==> src/rtl/dbp_block_assembler_pkg.sv <==
// Shared types, constants and helpers for the DBP block assembler and its FIFO.
package dbp_block_assembler_pkg;

    typedef enum logic {
        WAIT_BASE = 1'b0,
        FILLING   = 1'b1
    } dbp_state_e;

    localparam logic DBP_ERR_FRAMING = 1'b1;

    localparam int DBP_DEF_DATA_W     = 8;
    localparam int DBP_DEF_BLOCK_SIZE = 8;

    function automatic int dbp_plane_w(input int bs);
        return bs - 1;
    endfunction

    // Fixed default-size block for users that do not parametrise.
    typedef struct packed {
        logic [DBP_DEF_DATA_W-1:0]                           base;
        logic [DBP_DEF_DATA_W:0][DBP_DEF_BLOCK_SIZE-2:0]     dbp;
    } dbp_block_t;

endpackage

==> src/rtl/dbp_block_assembler_if.sv <==
// Upstream word bus and downstream block bus of the DBP block assembler.
interface dbp_block_assembler_if #(
    parameter int DATA_W     = 8,
    parameter int BLOCK_SIZE = 8
);
    localparam int PW = dbp_block_assembler_pkg::dbp_plane_w(BLOCK_SIZE);

    logic [DATA_W-1:0]        data_i;
    logic                     push_i;
    logic                     last_i;
    logic                     rdy_o;
    logic [DATA_W-1:0]        base_o;
    logic [(DATA_W+1)*PW-1:0] dbp_o;
    logic                     vld_o;
    logic                     rdy_i;

    modport slave (
        input  data_i, push_i, last_i, rdy_i,
        output rdy_o, base_o, dbp_o, vld_o
    );

    modport master (
        output data_i, push_i, last_i, rdy_i,
        input  rdy_o, base_o, dbp_o, vld_o
    );

endinterface

==> src/rtl/dbp_block_assembler_fifo.sv <==
// Generic circular FIFO of complete blocks; head entry is presented directly from storage.
module dbp_block_fifo #(
    parameter int W     = 8,
    parameter int DEPTH = 2
) (
    input  logic                       clk_i,
    input  logic                       rst_i,
    input  logic                       clr_i,
    input  logic                       wr_i,
    input  logic [W-1:0]               wr_data_i,
    input  logic                       rd_i,
    output logic [W-1:0]               rd_data_o,
    output logic                       full_o,
    output logic                       empty_o,
    output logic [$clog2(DEPTH+1)-1:0] count_o
);
    localparam int PTR_W = (DEPTH > 1) ? $clog2(DEPTH) : 1;
    localparam int CNT_W = $clog2(DEPTH+1);

    logic [W-1:0]     mem_q [DEPTH];
    logic [PTR_W-1:0] wr_ptr_q;
    logic [PTR_W-1:0] rd_ptr_q;
    logic [CNT_W-1:0] count_q;
    logic             do_wr;
    logic             do_rd;

    // Pointers wrap explicitly so any depth works, not only powers of two.
    function automatic logic [PTR_W-1:0] ptr_inc(input logic [PTR_W-1:0] p);
        return (p == PTR_W'(DEPTH-1)) ? '0 : p + PTR_W'(1);
    endfunction

    assign full_o    = (count_q == CNT_W'(DEPTH));
    assign empty_o   = (count_q == '0);
    assign count_o   = count_q;
    assign rd_data_o = mem_q[rd_ptr_q];
    assign do_wr     = wr_i & ~full_o;
    assign do_rd     = rd_i & ~empty_o;

    always_ff @(posedge clk_i or posedge rst_i) begin
        if (rst_i) begin
            for (int i = 0; i < DEPTH; i++) mem_q[i] <= '0;
            wr_ptr_q <= '0;
            rd_ptr_q <= '0;
            count_q  <= '0;
        end else if (clr_i) begin
            for (int i = 0; i < DEPTH; i++) mem_q[i] <= '0;
            wr_ptr_q <= '0;
            rd_ptr_q <= '0;
            count_q  <= '0;
        end else begin
            if (do_wr) begin
                mem_q[wr_ptr_q] <= wr_data_i;
                wr_ptr_q        <= ptr_inc(wr_ptr_q);
            end
            if (do_rd) rd_ptr_q <= ptr_inc(rd_ptr_q);
            count_q <= count_q + CNT_W'(do_wr) - CNT_W'(do_rd);
        end
    end

endmodule

==> src/rtl/dbp_block_assembler.sv <==
// Collects a base word plus DATA_W+1 bit-planes into a block and queues it for reconstruction.
module dbp_block_assembler
    import dbp_block_assembler_pkg::*;
#(
    parameter int DATA_W     = 8,
    parameter int BLOCK_SIZE = 8,
    parameter int DEPTH      = 2
) (
    input  logic                       clk_i,
    input  logic                       rst_i,
    input  logic                       clr_i,
    dbp_block_assembler_if.slave       bus,
    output logic [$clog2(DEPTH+1)-1:0] fill_o,
    output logic                       err_o
);
    localparam int PW      = dbp_plane_w(BLOCK_SIZE);
    localparam int NP      = DATA_W + 1;
    localparam int DBP_W   = NP * PW;
    localparam int CNT_W   = $clog2(NP);
    localparam int ENTRY_W = DATA_W + DBP_W;

    dbp_state_e        state_q;
    logic [CNT_W-1:0]  cnt_q;
    logic [DATA_W-1:0] base_q;
    logic [DBP_W-1:0]  shift_q;
    logic              err_q;

    logic              final_plane;
    logic              fifo_full;
    logic              fifo_empty;
    logic              rdy;
    logic              xfer;
    logic              fifo_wr;
    logic              fifo_rd;
    logic [DBP_W-1:0]  shift_d;
    logic [ENTRY_W-1:0] fifo_head;

    // Framing is decided by the plane counter alone; last_i only feeds the error check.
    assign final_plane = (state_q == FILLING) && (cnt_q == CNT_W'(DATA_W));
    assign rdy         = ~clr_i & ~(final_plane & fifo_full);
    assign xfer        = bus.push_i & rdy;
    assign shift_d     = {bus.data_i[DATA_W-1 -: PW], shift_q[DBP_W-1:PW]};
    assign fifo_wr     = xfer & final_plane;
    assign fifo_rd     = bus.rdy_i & ~fifo_empty;

    always_ff @(posedge clk_i or posedge rst_i) begin
        if (rst_i) begin
            state_q <= WAIT_BASE;
            cnt_q   <= '0;
            base_q  <= '0;
            shift_q <= '0;
            err_q   <= 1'b0;
        end else if (clr_i) begin
            state_q <= WAIT_BASE;
            cnt_q   <= '0;
            base_q  <= '0;
            shift_q <= '0;
            err_q   <= 1'b0;
        end else if (xfer) begin
            unique case (state_q)
                WAIT_BASE: begin
                    base_q  <= bus.data_i;
                    cnt_q   <= '0;
                    state_q <= FILLING;
                end
                FILLING: begin
                    shift_q <= shift_d;
                    if (bus.last_i != final_plane) err_q <= DBP_ERR_FRAMING;
                    if (final_plane) begin
                        cnt_q   <= '0;
                        state_q <= WAIT_BASE;
                    end else begin
                        cnt_q <= cnt_q + CNT_W'(1);
                    end
                end
                default: state_q <= WAIT_BASE;
            endcase
        end
    end

    dbp_block_fifo #(
        .W     (ENTRY_W),
        .DEPTH (DEPTH)
    ) u_fifo (
        .clk_i     (clk_i),
        .rst_i     (rst_i),
        .clr_i     (clr_i),
        .wr_i      (fifo_wr),
        .wr_data_i ({base_q, shift_d}),
        .rd_i      (fifo_rd),
        .rd_data_o (fifo_head),
        .full_o    (fifo_full),
        .empty_o   (fifo_empty),
        .count_o   (fill_o)
    );

    assign bus.rdy_o  = rdy;
    assign bus.vld_o  = ~fifo_empty;
    assign bus.base_o = fifo_head[ENTRY_W-1 -: DATA_W];
    assign bus.dbp_o  = fifo_head[DBP_W-1:0];
    assign err_o      = err_q;

endmodule
==> src/flat_wrapper.sv <==
// flat-port wrapper written by rule: the top's interface ports become plain ports
module dbp_block_assembler_flat import dbp_block_assembler_pkg::*;
#(
    parameter int DATA_W     = 8,
    parameter int BLOCK_SIZE = 8,
    parameter int DEPTH      = 2
)
  (clk_i, rst_i, clr_i, fill_o, err_o, bus_data_i, bus_push_i, bus_last_i, bus_rdy_i, bus_rdy_o, bus_base_o, bus_dbp_o, bus_vld_o);
  dbp_block_assembler_if #(.DATA_W(DATA_W), .BLOCK_SIZE(BLOCK_SIZE)) bus_i ();
  input  logic clk_i;
  input  logic rst_i;
  input  logic clr_i;
  output logic [$clog2(DEPTH+1)-1:0] fill_o;
  output logic err_o;
  input wire logic [$bits(bus_i.data_i)-1:0] bus_data_i;
  input wire logic [$bits(bus_i.push_i)-1:0] bus_push_i;
  input wire logic [$bits(bus_i.last_i)-1:0] bus_last_i;
  input wire logic [$bits(bus_i.rdy_i)-1:0] bus_rdy_i;
  output wire logic [$bits(bus_i.rdy_o)-1:0] bus_rdy_o;
  output wire logic [$bits(bus_i.base_o)-1:0] bus_base_o;
  output wire logic [$bits(bus_i.dbp_o)-1:0] bus_dbp_o;
  output wire logic [$bits(bus_i.vld_o)-1:0] bus_vld_o;
  assign bus_i.data_i = bus_data_i;
  assign bus_i.push_i = bus_push_i;
  assign bus_i.last_i = bus_last_i;
  assign bus_i.rdy_i = bus_rdy_i;
  assign bus_rdy_o = bus_i.rdy_o;
  assign bus_base_o = bus_i.base_o;
  assign bus_dbp_o = bus_i.dbp_o;
  assign bus_vld_o = bus_i.vld_o;
  dbp_block_assembler #(.DATA_W(DATA_W), .BLOCK_SIZE(BLOCK_SIZE), .DEPTH(DEPTH)) u_core (.clk_i(clk_i), .rst_i(rst_i), .clr_i(clr_i), .bus(bus_i), .fill_o(fill_o), .err_o(err_o));
endmodule
==> config.mk <==
export PLATFORM = sky130hd
export DESIGN_NAME = dbp_block_assembler_flat
export DESIGN_NICKNAME = d
export VERILOG_FILES = /design/src/rtl/dbp_block_assembler_pkg.sv /design/src/rtl/dbp_block_assembler_if.sv /design/src/rtl/dbp_block_assembler_fifo.sv /design/src/rtl/dbp_block_assembler.sv /design/src/flat_wrapper.sv
export SDC_FILE = /design/constraint.sdc
export NUM_CORES = 1
export LEC_CHECK = 0
export BUFFER_PORTS_ARGS = -buffer_cell sky130_fd_sc_hd__clkbuf_2
export CAP_MARGIN = 20
export CORE_MARGIN = 8
export CORE_UTILIZATION = 50
export DETAILED_ROUTE_END_ITERATION = 10
export PLACE_DENSITY = 0.75
export SLEW_MARGIN = 0
export SYNTH_ARGS = -nofsm -noshare
export SYNTH_HDL_FRONTEND = slang
export SYNTH_SLANG_ARGS = --single-unit
==> constraint.sdc <==
create_clock -name clk_i -period 11.3 [get_ports clk_i]
set_clock_uncertainty 0.2 [all_clocks]
set_input_delay 1.13 -clock clk_i [delete_from_list [all_inputs] [get_ports clk_i]]
set_output_delay 1.13 -clock clk_i [all_outputs]
set_load 0.05 [all_outputs]
==> flow_summary.toml, run 1 <==
[clock_network]
cts_resized = 0
cts_hold_buffers = 0
cts_made_buffers = 22
clk_pin_slew_ns = 0.06
root_buffer = "clkbuf_16"
postCtsSetupBuffers = 0
cts.sinks = 216
clk_latency_ns = 0.49
cts_tree = "yes"
h-tree-depth = 1
cts_buffer_depth = 3

[worst_setup_path]
rr_startpoint = "u_core.u_fifo.count_o[1]$_DFF_PP0_"
worstPathMaxFanout = 40
worst-r2r-setup-slack_ns = 8.30
worst_path_largest_cell_delay_ns = 0.91
crit_type = "reg -> out"
worstPathArrival_ns = 2.75
slowest_stage = "dfrtp_2"
crit_path_cell_trace = "buf_4 -> mux2_2 -> clkbuf_2"
required_ns = 9.97
start_kind = "flop"
critPathCaptureType = "output port"
r2r_end = "u_core.u_fifo.mem_q[102]$_DFFE_PP0P_"
worstRegToRegCells = 4

[logic_synthesis]
postSynth.asyncResetShare_pct = 100
syn_avg_cell_area_sq_um = 11.8
syn_nets = 859
synth_top_area_cell = "dfrtp_1"
yosysMostFrequentCell = "nand2_1"
synthFlopType = "dfrtp_1"
yosysSeqAreaShare_pct = 54.7
ys_types = 42
syn_inst = 841
synth_top_cells_by_area = "dfrtp_1, mux2i_1, nand2_1"
synth_area_sq_um = 9890
ys_seq_elements = 216
yosys_warnings = 0
synth_top_area_share_pct = 54.7
synth_common_cells = "nand2_1, dfrtp_1, mux2i_1"
synth_edf_count = 0

[die]
initial_utilization_pct = 50.8
core_area_sq_um = 19500
die_h_microns = 157
fp.dieArea_sq_um = 24500
die_w_microns = 157
io_pins = 90
rows = 51

[flow_run]
max-cap-violations = 0

[timing]
min_period_ns = 4.08
setup_viol = 0
worst_pin_slew_ns = 1.03
setup_slack_ns = 7.22
finalMaxSlewViolations = 0
hold_viol = 0
timing.setup.tns_ns = 0
max-slew-margin-rel_pct = 31.4
fmax_mhz = 245
rsz0062_at_grt = "no"
fin_crit_sh_pct = 36.1

[detailed_routing]
viasPerCell = 5.25
drc_errors = 0
drtIter0Drc = 424
postRouteAntennaNets = 0
wl_per_cell_microns = 17.8
wirelength_microns = 21000
drt_first_pass_iters = 4
num_vias = 6219

[min_path]
min_from = "u_core.u_fifo.mem_q[4]$_DFFE_PP0P_"
worstHoldEndpoint = "u_core.u_fifo.mem_q[4]$_DFFE_PP0P_"
hp-class = "reg -> reg"
min_delay_path_depth = 2

[placement]
placedCellCount = 1143
place.gp.congestion = 0.748
placed_area_sq_um = 10400
dp_slack_ns = 7.48
io_buffers = 89
hpwl_microns = 12600

[final_layout]
fin_nets = 921
stdcell_count = 1184
final_core_util_pct = 56.9
diodes = 0
area_delta_synth_final_pct = 12.0
final_cell_area_sq_um = 11100
fillers = 1675
drive_gt1_share_pct = 22.9

[run_status]
outcome = "completed"

[grt]
antenna_found_initial = 0
grt_pass1_wl_microns = 34700
grt_max_degree = 133
grt_pass1_vias = 6564
grtUsageTotal_pct = 17.4
grt-ovfl-total = 0

[power_and_ir_drop]
power_density_nw_per_um2 = 139
p_leak_nw = 5.94
irDropWorstVdd_uv = 93.5
-- final cells by class --
class / count / area, sq um / area share, %
clock buffers: 35 / 661 / 5.97
clock inverters: 5 / 25.0 / 0.226
inverters: 7 / 38.8 / 0.350
multi-input cells: 558 / 4080 / 36.8
flip-flops and latches: 216 / 5410 / 48.8
well taps: 265 / 332 / 2.99
repair buffers: 98 / 533 / 4.81
-- flip-flops by register name, summed over array words and instances (netlist names) --
name,count
u_core.err_o,1
u_core.u_fifo.count_o,2
u_core.shift_q,56
u_core.u_fifo.wr_ptr_q,1
u_core.u_fifo.rd_ptr_q,1
u_core.state_q,1
u_core.cnt_q,4
u_core.u_fifo.mem_q,142
u_core.base_q,8
-- layer usage --
| metal | global-route usage [%] | routed length [microns] | vias to the layer above | share of wire [%] |
|---|---|---|---|---|
| met4 | 4.16 | 351 | 0 | 1.7 |
| met3 | 2.92 | 848 | 29 | 4.0 |
| met2 | 27.8 | 9870 | 112 | 47 |
| met5 | 0 | 0 | - | 0 |
| met1 | 24.2 | 9970 | 3111 | 47 |
| li1 | - | - | 2967 | - |
-- cells in the final DEF, fill, tap and decap left out, drive strengths merged, types with 2 or more instances in the layout --
| cell | instances |
|---|---|
| inv | 7 |
| nor2b | 4 |
| o21ai | 2 |
| mux2i | 199 |
| nand4b | 2 |
| nand2 | 230 |
| dfrtp | 216 |
| nor2 | 4 |
| mux2 | 71 |
| ha | 4 |
| o31ai | 2 |
| xnor2 | 2 |
| a21oi | 15 |
| clkbuf | 124 |
| clkinv | 5 |
| buf | 9 |
| nand4 | 4 |
-- worst max path at each step --
| stage | from | endpoint | slack, ns | cells past startpoint |
|---|---|---|---|---|
| floorplan | rst_i | u_core.base_q[0]$_DFFE_PP0P_ | 4.06 | 1 |
| global placement | clr_i | u_core.shift_q[42]$_DFFE_PP0P_ | 7.50 | 5 |
| detailed placement | clr_i | u_core.shift_q[41]$_DFFE_PP0P_ | 7.48 | 5 |
| CTS | u_core.u_fifo.rd_ptr_q$_DFFE_PP0P_ | bus_dbp_o[32] | 7.15 | 3 |
| global route | u_core.u_fifo.rd_ptr_q$_DFFE_PP0P_ | bus_dbp_o[32] | 7.10 | 3 |
| finish | u_core.u_fifo.rd_ptr_q$_DFFE_PP0P_ | bus_dbp_o[32] | 7.22 | 3 |
-- report_power, final --
group	leakage [nW]	switching [mW]	internal, mW
Combinational	2.59	0.0492	0.0170
Clock	0.341	0.289	0.400
Sequential	3.01	0.00418	0.777
-- logic make-up after synthesis --
group | synth area share [%]
buf+inv | 4.20
xor+xnor | 0.266
simple gates | 10.8
flops | 54.7
fa+ha+maj | 0.506
compound gates | 1.32
mux | 28.2
-- critical path, delay by kind of cell (launching register included) --
family	cells	cell delay, ns
flip-flops	1	0.91
buffers and inverters	2	0.88
multiplexers	1	0.44
-- metrics by stage --
stage	power (mW)	hold WS, ns
floorplan	0.845	0.296
CTS	1.56	0.321
global placement	0.861	0.307
detailed placement	0.862	0.312
finish	1.54	0.319
global route	1.59	0.346
Power figures use the tool's default switching activity.
==> inputs of run 2 (changes only) <==
ABC_AREA = 1   (was default)
clock period = 3.79 ns   (was 11.3 ns; I/O delays follow)
==> run 2 against run 1 <==
  * Clock-buffer cell count fell by 3
  * Sequential share of layout area rose by 1.2 points
  * Via count rose by 25%
  * Setup slack got worse by 6.4 ns
  * Non-clock buffer count rose by 20
  * Highest routed layer unchanged
==> flow_summary.toml, run 2 <==
[run_status]
outcome = "completed"

[detailed_routing]
highest_layer = "met4"
viasPerCell = 5.18
met1_length_microns = 10300
drc_errors = 0
met3WireLength_microns = 1200
wl_per_cell_microns = 15.4
drt_first_pass_iters = 5
wl_met2_microns = 11200
postRouteAntennaNets = 0
drtIter0Drc = 692
wirelength_microns = 23000
num_vias = 7757

[placement]
hpwl_microns = 13900
io_buffers = 89
place.gp.congestion = 0.807
dp_slack_ns = 0.882
placedCellCount = 1449

[clock_network]
cts_resized = 0
clk_latency_ns = 0.50
cts_tree = "yes"
h-tree-depth = 1
postCtsSetupBuffers = 0
cts.sinks = 216
cts_buffer_depth = 3
clk_pin_slew_ns = 0.06
cts_hold_buffers = 11
cts_made_buffers = 23
root_buffer = "clkbuf_16"

[logic_synthesis]
synth_area_sq_um = 9390
synth_common_cells = "nand2_1, dfrtp_1, nand3_1"
yosysSeqAreaShare_pct = 57.6
synth_top_area_cell = "dfrtp_1"
synth_edf_count = 0
yosys_warnings = 0
postSynth.asyncResetShare_pct = 100
yosysMostFrequentCell = "nand2_1"
synthFlopType = "dfrtp_1"
ys_types = 24
syn_avg_cell_area_sq_um = 7.99
synth_top_cells_by_area = "dfrtp_1, nand2_1, nand3_1"
ys_seq_elements = 216
syn_inst = 1175
synth_top_area_share_pct = 57.6
syn_nets = 1193

[worst_setup_path]
required_ns = 4.02
worstPathMaxFanout = 42
critPathCaptureType = "flop"
crit_buf_inv = 4
start_kind = "input pin"
worst_path_largest_cell_delay_ns = 0.71
cp_top_family = "buffers and inverters"
worstPathArrival_ns = 3.23
crit_path_cell_trace = "dlygate4sd3_1 -> clkbuf_2 -> clkinv_2 -> nand4_4 -> nand2_2 -> nand2_2 -> buf_4 -> nand2_1 -> nand2_1"
slowest_stage = "nand2_2"
crit_type = "in -> reg"

[die]
core_area_sq_um = 18600
io_pins = 90
rows = 50
die_w_microns = 153
initial_utilization_pct = 50.5
die_h_microns = 153
fp.dieArea_sq_um = 23400

[timing]
rsz0062_at_grt = "no"
finalMaxSlewViolations = 0
fmax_mhz = 333
worst_pin_slew_ns = 1.03
fin_crit_sh_pct = 79.2
min_period_ns = 3.00
hold_viol = 0
whs_ns = 0.0758
max-slew-margin-rel_pct = 31.2
setup_viol = 0
setup_slack_ns = 0.789
timing.setup.tns_ns = 0

[final_layout]
area_delta_synth_final_pct = 15.2
regMostFlops = "u_core.u_fifo.mem_q"
stdcell_count = 1498
reg_top3 = "u_core.u_fifo.mem_q x142, u_core.shift_q x56, u_core.base_q x8"
final_cell_mix = "nand2_1, dfrtp_1, nand3_1"
drive_gt1_share_pct = 12.3
fin_nets = 1269
largest_reg_flops = 142
layout_commonest_cell = "nand2_1"
diodes = 0

[min_path]
hp-class = "in -> reg"

[power_and_ir_drop]
seqPwrFrac_pct = 49.5
p_sw_mw = 1.05
total_power_mw = 4.73
internal-power_mw = 3.67
power_frac_clock_pct = 46.0
power_density_nw_per_um2 = 437
power_frac_comb_pct = 4.5
p_leak_nw = 6.25
irDropWorstVdd_uv = 325
swShare_pct = 22.3

[grt]
grtUsageTotal_pct = 19.3
grt_pass1_wl_microns = 37900
grt_pass1_vias = 7414
grt_max_degree = 105
antenna_found_initial = 0
grt-ovfl-total = 0

[flow_run]
max-cap-violations = 0
-- run 2: cell types whose count changed in the layout (fill, tap and decap cells not counted), moves of 5 or more --
cell / previous run / this run
a21oi_1: 14 / 1
buf_12: 0 / 5
buf_4: 8 / 13
dlygate4sd3_1: 0 / 11
inv_1: 5 / 18
mux2_2: 71 / 0
mux2i_1: 199 / 0
nand2_1: 229 / 703
nand3_1: 1 / 100
nor2_1: 4 / 10
o21ai_0: 2 / 21
o21ai_1: 0 / 11
-- run 2: path summary, 6_finish.rpt --
kind | startpoint | to | slack (ns) | cells past startpoint
hold / removal | bus_last_i | u_core.err_o$_DFFE_PP0P_ | 0.08 | 5
setup reg to reg | u_core.cnt_q[0]$_DFFE_PP0P_ | u_core.u_fifo.mem_q[94]$_DFFE_PP0P_ | 1.02 | 12
max in group asynchronous | rst_i | u_core.u_fifo.rd_ptr_q$_DFFE_PP0P_ | 2.50 | 4
setup / recovery | clr_i | u_core.u_fifo.mem_q[94]$_DFFE_PP0P_ | 0.79 | 9
min in group asynchronous | rst_i | u_core.u_fifo.mem_q[73]$_DFFE_PP0P_ | 0.38 | 4
hold reg to reg | u_core.u_fifo.mem_q[91]$_DFFE_PP0P_ | u_core.u_fifo.mem_q[91]$_DFFE_PP0P_ | 0.27 | 2
-- run 2: kinds of logic after synthesis --
| logic type | count (synthesis) | share of synthesized area [%] |
|---|---|---|
| AO/OA/AOI/OAI | 33 | 1.76 |
| buffers and inverters | 90 | 4.61 |
| flip-flops | 216 | 57.6 |
| XOR/XNOR | 6 | 0.560 |
| adder cells (fa/ha/maj) | 4 | 0.533 |
| AND/OR/NAND/NOR | 826 | 35.0 |
-- run 2: worst reg2reg max path: stages, from the launching register on --
cell and delay (ns):
dfrtp_1 0.39, inv_1 0.09, ha_1 0.14, nand2_1 0.05, inv_1 0.07, nand2_1 0.10
inv_2 0.11, nand4_4 0.14, nand2_2 0.16, nand2_2 0.57, buf_4 0.46, nand2_1 0.10
nand2_1 0.07
-- run 2: power by group through the flow --
stage | Clock, mW | Combinational [mW] | Sequential, mW
floorplan | 0 | 0.140 | 2.38
global placement | 0 | 0.204 | 2.38
detailed placement | 0 | 0.206 | 2.38
CTS | 2.21 | 0.216 | 2.34
global route | 2.30 | 0.239 | 2.34
finish | 2.18 | 0.212 | 2.34
-- run 2: area by class of cell --
type                    count  area (sq um)
flip-flops and latches    216          5410
repair buffers            118           753
clock buffers              32           639
clock inverters             6          82.6
multi-input cells         869          3550
inverters                  23          91.3
well taps                 234           293
fillers                  1689          7760
-- run 2: metrics by stage --
step	instance area [sq um]	utilization, %
finish	10800	58.2
global route	10800	58.2
CTS	10800	58.2
detailed placement	9980	53.7
global placement	9980	53.7
floorplan	9390	-
-- run 2: metal layers --
| metal | GRT usage (%) | vias up |
|---|---|---|
| met5 | 0 | - |
| met4 | 5.04 | 0 |
| met3 | 2.76 | 37 |
| met2 | 32.7 | 235 |
| met1 | 25.7 | 3706 |
| li1 | - | 3779 |
